==> config.mk <==
export PLATFORM = sky130hd
export DESIGN_NAME = bp_cfg_link_tx
export DESIGN_NICKNAME = d
export VERILOG_FILES = /design/src/rtl/bp_cfg_link_pkg.sv /design/src/rtl/bp_common_aviary_pkg.sv /design/src/rtl/bp_cfg_link_tx.sv
export SDC_FILE = /design/constraint.sdc
export NUM_CORES = 1
export LEC_CHECK = 0
export CAP_MARGIN = 20
export CORE_MARGIN = 8
export CORE_UTILIZATION = 38
export CTS_CLUSTER_SIZE = 25
export DETAILED_ROUTE_END_ITERATION = 10
export PLACE_DENSITY = 0.84
export SETUP_SLACK_MARGIN = 0.5
export SLEW_MARGIN = 15
export SYNTH_ARGS = -nofsm -noshare
export SYNTH_HDL_FRONTEND = slang
export SYNTH_SLANG_ARGS = --single-unit
==> constraint.sdc <==
create_clock -name clk_i -period 2.35 [get_ports clk_i]
set_clock_uncertainty 0.1 [all_clocks]
set_input_delay 0.235 -clock clk_i [delete_from_list [all_inputs] [get_ports clk_i]]
set_output_delay 0.235 -clock clk_i [all_outputs]
set_load 0.05 [all_outputs]
==> src/rtl/bp_cfg_link_pkg.sv <==
// bp_cfg_link_pkg: shared types for the processor configuration link.
// Register addresses, transmitter FSM states, the packet struct and the
// helpers that build the packet for a given (state, core, mode).
package bp_cfg_link_pkg;

    localparam int bp_cfg_link_dest_width_gp = 8;
    localparam int bp_cfg_link_addr_width_gp = 16;
    localparam int bp_cfg_link_data_width_gp = 32;

    typedef logic [bp_cfg_link_dest_width_gp-1:0] bp_cfg_link_dest_t;
    typedef logic [bp_cfg_link_addr_width_gp-1:0] bp_cfg_link_addr_t;
    typedef logic [bp_cfg_link_data_width_gp-1:0] bp_cfg_link_data_t;

    localparam bp_cfg_link_addr_t bp_cfg_reg_freeze_gp   = 16'h0000;
    localparam bp_cfg_link_addr_t bp_cfg_reg_core_id_gp  = 16'h0001;
    localparam bp_cfg_link_addr_t bp_cfg_reg_cce_mode_gp = 16'h0002;

    typedef enum logic [2:0] {
        e_idle,
        e_freeze,
        e_core_id,
        e_cce_mode,
        e_unfreeze,
        e_done
    } bp_cfg_link_state_e;

    typedef struct packed {
        bp_cfg_link_dest_t dest;
        bp_cfg_link_addr_t addr;
        bp_cfg_link_data_t data;
    } bp_cfg_link_pkt_s;

    function automatic logic bp_cfg_link_sending(input bp_cfg_link_state_e s);
        return s inside {e_freeze, e_core_id, e_cce_mode, e_unfreeze};
    endfunction

    // Freeze writes 1, unfreeze writes 0 to the same register.
    function automatic bp_cfg_link_pkt_s bp_cfg_link_next_pkt(
        input bp_cfg_link_state_e s,
        input bp_cfg_link_dest_t  core,
        input logic               mode
    );
        bp_cfg_link_pkt_s p;
        p.dest = core;
        p.addr = (s == e_core_id)  ? bp_cfg_reg_core_id_gp
               : (s == e_cce_mode) ? bp_cfg_reg_cce_mode_gp
               : bp_cfg_reg_freeze_gp;
        p.data = (s == e_freeze)   ? bp_cfg_link_data_t'(1)
               : (s == e_core_id)  ? bp_cfg_link_data_t'(core)
               : (s == e_cce_mode) ? bp_cfg_link_data_t'(mode)
               : '0;
        return p;
    endfunction

endpackage

==> src/rtl/bp_common_aviary_pkg.sv <==
// bp_common_aviary_pkg: processor configuration catalogue.
// Defines the bp_cfg_e configuration selector and the per-configuration
// parameter table all_cfgs_gp, indexed by bp_cfg_e.
package bp_common_aviary_pkg;

    typedef enum logic [1:0] {
        e_bp_single_core_cfg = 2'd0,
        e_bp_dual_core_cfg   = 2'd1,
        e_bp_quad_core_cfg   = 2'd2
    } bp_cfg_e;

    typedef struct packed {
        int num_core;
    } bp_proc_param_s;

    localparam bp_proc_param_s all_cfgs_gp [3] = '{
        '{num_core: 1},
        '{num_core: 2},
        '{num_core: 4}
    };

endpackage

==> src/rtl/bp_cfg_link_tx.sv <==
// bp_cfg_link_tx: host-side configuration link transmitter.
// On start_i, writes freeze / core id / CCE mode to every core, then
// unfreezes every core, one valid/ready packet per write.
//   clk_i, reset_i     : clock, synchronous active-high reset
//   start_i            : one-cycle request to run the load sequence
//   cce_mode_i         : CCE mode to program (latched on start)
//   cfg_v_o/cfg_ready_i: packet handshake
//   cfg_dest/addr/data : packet payload, held while stalled
//   busy_o, done_o     : sequence in progress / complete (sticky)
module bp_cfg_link_tx
    import bp_common_aviary_pkg::*;
    import bp_cfg_link_pkg::*;
#(
    parameter bp_cfg_e cfg_p            = e_bp_single_core_cfg,
    parameter int      cfg_addr_width_p = 16,
    parameter int      cfg_data_width_p = 32,
    localparam int     num_core_p       = all_cfgs_gp[cfg_p].num_core,
    localparam int     lg_num_core_lp   = (num_core_p > 1) ? $clog2(num_core_p) : 1
) (
    input  logic                        clk_i,
    input  logic                        reset_i,
    input  logic                        start_i,
    input  logic                        cce_mode_i,
    output logic                        cfg_v_o,
    output logic [lg_num_core_lp-1:0]   cfg_dest_o,
    output logic [cfg_addr_width_p-1:0] cfg_addr_o,
    output logic [cfg_data_width_p-1:0] cfg_data_o,
    input  logic                        cfg_ready_i,
    output logic                        busy_o,
    output logic                        done_o
);

    bp_cfg_link_state_e        state_q, state_d;
    logic [lg_num_core_lp-1:0] core_cnt_q, core_cnt_d;
    logic                      mode_q, mode_d;
    logic                      done_q, done_d;
    logic                      v_q, v_d;
    bp_cfg_link_pkt_s          pkt_q, pkt_d;
    logic                      fire, last_core;
    logic                      unused_pkt;

    assign fire      = v_q & cfg_ready_i;
    assign last_core = core_cnt_q == lg_num_core_lp'(num_core_p - 1);

    always_ff @(posedge clk_i) begin
        if (reset_i) begin
            state_q    <= e_idle;
            core_cnt_q <= '0;
            mode_q     <= 1'b0;
            done_q     <= 1'b0;
            v_q        <= 1'b0;
            pkt_q      <= '0;
        end else begin
            state_q    <= state_d;
            core_cnt_q <= core_cnt_d;
            mode_q     <= mode_d;
            done_q     <= done_d;
            v_q        <= v_d;
            pkt_q      <= pkt_d;
        end
    end

    always_comb begin
        state_d    = state_q;
        core_cnt_d = core_cnt_q;
        mode_d     = mode_q;
        done_d     = done_q;
        case (state_q)
            e_idle: if (start_i) begin
                state_d    = e_freeze;
                core_cnt_d = '0;
                mode_d     = cce_mode_i;
                done_d     = 1'b0;
            end
            e_freeze:  state_d = fire ? e_core_id : state_q;
            e_core_id: state_d = fire ? e_cce_mode : state_q;
            e_cce_mode: if (fire) begin
                state_d    = last_core ? e_unfreeze : e_freeze;
                core_cnt_d = last_core ? '0 : core_cnt_q + 1'b1;
            end
            e_unfreeze: if (fire) begin
                state_d    = last_core ? e_done : e_unfreeze;
                core_cnt_d = last_core ? '0 : core_cnt_q + 1'b1;
            end
            e_done: begin
                state_d = e_idle;
                done_d  = 1'b1;
            end
            default: state_d = e_idle;
        endcase
    end

    // Payload is registered from the next state, so it stays put while
    // the receiver stalls (state and counter do not move without a fire).
    always_comb begin
        v_d   = bp_cfg_link_sending(state_d);
        pkt_d = v_d ? bp_cfg_link_next_pkt(state_d, bp_cfg_link_dest_t'(core_cnt_d), mode_d) : '0;
    end

    assign cfg_v_o    = v_q;
    assign cfg_dest_o = pkt_q.dest[lg_num_core_lp-1:0];
    assign cfg_addr_o = pkt_q.addr[cfg_addr_width_p-1:0];
    assign cfg_data_o = pkt_q.data[cfg_data_width_p-1:0];
    assign busy_o     = (state_q != e_idle) && (state_q != e_done);
    assign done_o     = done_q;
    assign unused_pkt = ^pkt_q;

endmodule

==> run metrics <==
status=finished, final reports clean; CTS tree=yes; die area=slightly above 4000 µm²; WP data required=roughly 2.0 ns; core area=between 2000 and 2500 µm²; I/O pin count=57; Worst-path clk slew=0.07 ns; largest net degree at the start of global routing=10; RSZ-0062 raised after global routing=false; vias per cell=roughly 4; WP data arrival=between 1 and 1.5 ns; VDD IR max=between 0.2 and 0.25 mV; Pwr per Cell Area=roughly 680 nW/µm²; share of cells above drive strength 1=0.0877; Setup crit start=done_o; Synth Register Bits=11; antenna fix cells=0; Max-cap violations=0; Hold Slack=around 0.44 ns; Netlist cell types=31; CP max FO=3; Worst Hold Class=register to register; DRT iter0 DRCs=1; Crit path max-delay family=buffers and inverters; initial core utilization=0.395; GRT overflow=0; Buf+Inv Stages, Crit Path=1; yosys warns=0; synthesized area=just under 900 µm²; EDFF count, synth=0; Syn Area/Cell=8.41 µm²; Clock Latency Late Sink=about 0.27 ns; vias in the first global route=551; async set-or-reset flop fraction in the synthesized netlist=0; Worst Tran Pin Value=between 0.4 and 0.5 ns; die width=approximately 64 µm; H-tree depth=1; mean routed wirelength per cell=between 10 and 15 µm; commonest non-fill, non-tap cells in the layout=conb_1, dfxtp_1, clkdlybuf4s50_1, nor2_1, a21oi_1; drt drc=0; commonest non-fill, non-tap cell in the layout=conb_1; GRT Util Overall=0.0729; FP Rows=17; RR Endpoint=cfg_data_o[0]; die height=approximately 64 µm; Slew HR=0.667; Leak=0.399 nW; Routed Antenna Nets=0; worst reg-to-reg path cell count=5; Area Growth Syn to Fin=-3.90%; CP Capture Type=primary output; gpl congestion=just under 0.8; Worst Hold Launch=done_o; CTS Buf Count=3; Seq/Total Area, Yosys=0.254; Clock Sinks=11; Tmin final=1.77 ns; Primary FF master, synth=dfxtp_1; r2r startpoint=state_q[0]; Root Driver=clkbuf_4; Fmax=about 0.57 GHz; R2R setup slack=around 0.64 ns; Max stage delay on crit path=a little over 0.8 ns; final-stage net count=120; first-pass GRT wire length=between 2000 and 2500 µm; dpl hpwl=between 1000 and 1500 µm; Slew Limit Fails=0; Clock Path Buffers=2; Post-CTS Hold Fix Bufs=0; slowest stage cell, crit path=clkdlybuf4s50_1; Post-Route Setup TNS=0 ns; final wirelength=around 1600 µm; via count=~550; DR pass1 iterations=3; Fin. Hold Viols=0; Hold Path End=done_o; post-CTS setup buffer count=0; port bufs=11; Hold Path Cell Cnt=2; initial antenna violation count=0; synthesized instance count=roughly 100; post-route setup slack=slightly below 0.6 ns; worst setup path class=register to primary output; placement-stage worst setup slack=around 0.34 ns; period utilisation layout=0.752; Final setup viols=0; critical path startpoint category=register; worst-path cell chain=clkdlybuf4s50_1
[cell usage after synthesis, drive strengths merged (2+ instances only)]
| master | instances | area (µm²) |
|---|---|---|
| buf | 47 | 360 |
| nor2 | 7 | 26.3 |
| nand4 | 2 | 12.5 |
| nand2 | 3 | 11.3 |
| a31oi | 2 | 27.5 |
| a21oi | 5 | 25.0 |
| or3b | 2 | 20.0 |
| nand3 | 2 | 10.0 |
| dfxtp | 11 | 220 |
| nor3 | 3 | 26.3 |
| inv | 3 | 11.3 |
[worst max path at each step]
stage               cells past startpoint       endpoint  slack, ns
floorplan                               5        cfg_v_o       0.58
global placement                        6  cfg_data_o[0]       0.39
detailed placement                      6  cfg_data_o[0]       0.34
CTS                                     3         busy_o       0.54
global route                            6  cfg_data_o[0]       0.50
finish                                  1         done_o       0.58
[metrics by stage]
| step | cells | cell area (µm²) | power (W) | util |
|---|---|---|---|---|
| final | 142 | 832 | 0.000564 | 0.380 |
| after detailed placement | 138 | 812 | 0.000441 | 0.371 |
| after global placement | 138 | 812 | 0.000439 | 0.371 |
| after floorplan | 147 | 1030 | 0.000476 | - |
| after CTS | 142 | 836 | 0.000565 | 0.381 |
| after global routing | 142 | 832 | 0.000589 | 0.380 |
[sequential cells by signal (all words and copies together) (netlist names)]
register,count
cfg_data_o,1
state_q,3
done_o,1
cfg_addr_o,2
core_cnt_q,1
mode_q,1
cfg_dest_o,1
cfg_v_o,1
[cells by family after synthesis]
group,Yosys count,synth area share
AO/OA/AOI/OAI,13,0.116
other,1,0.00433
multiplexers,1,0.0116
AND/OR/NAND/NOR,25,0.171
flip-flops,11,0.254
XOR/XNOR,1,0.0101
buffers and inverters,51,0.434
[final cells by class]
type,count,area (µm²)
flip-flops and latches,11,220
repair buffers,11,104
multi-input cells,85,435
clock buffers,4,26.3
inverters,3,11.3
well taps,28,35.0
fillers,236,1360
[worst min-delay path, delay by kind of cell (launching register included)]
family,cells,cell delay (ns)
flops,1,0.32
compound gates,1,0.12
simple gates,1,0.05
[layer usage]
| metal | wire length [µm] | track usage |
|---|---|---|
| met1 | 592 | 0.0693 |
| met2 | 784 | 0.129 |
| met3 | 154 | 0.0366 |
| met4 | 28 | 0.0334 |
| met5 | 0 | 0 |
[where the power goes]
part | leakage (nW) | switching (W) | internal, W
Sequential | 0.0898 | 0.00000822 | 0.000194
Clock | 0.0150 | 0.0000605 | 0.0000657
Combinational | 0.294 | 0.000207 | 0.0000281
Total | 0.399 | 0.000275 | 0.000288
[repair_timing]
action                                  in CTS  in global routing
endpoints found under the hold margin        0                  0
endpoints found under the setup margin       2                  1
gates resized for setup                      2                  2
Note: power is estimated with default switching activity, not from simulation.
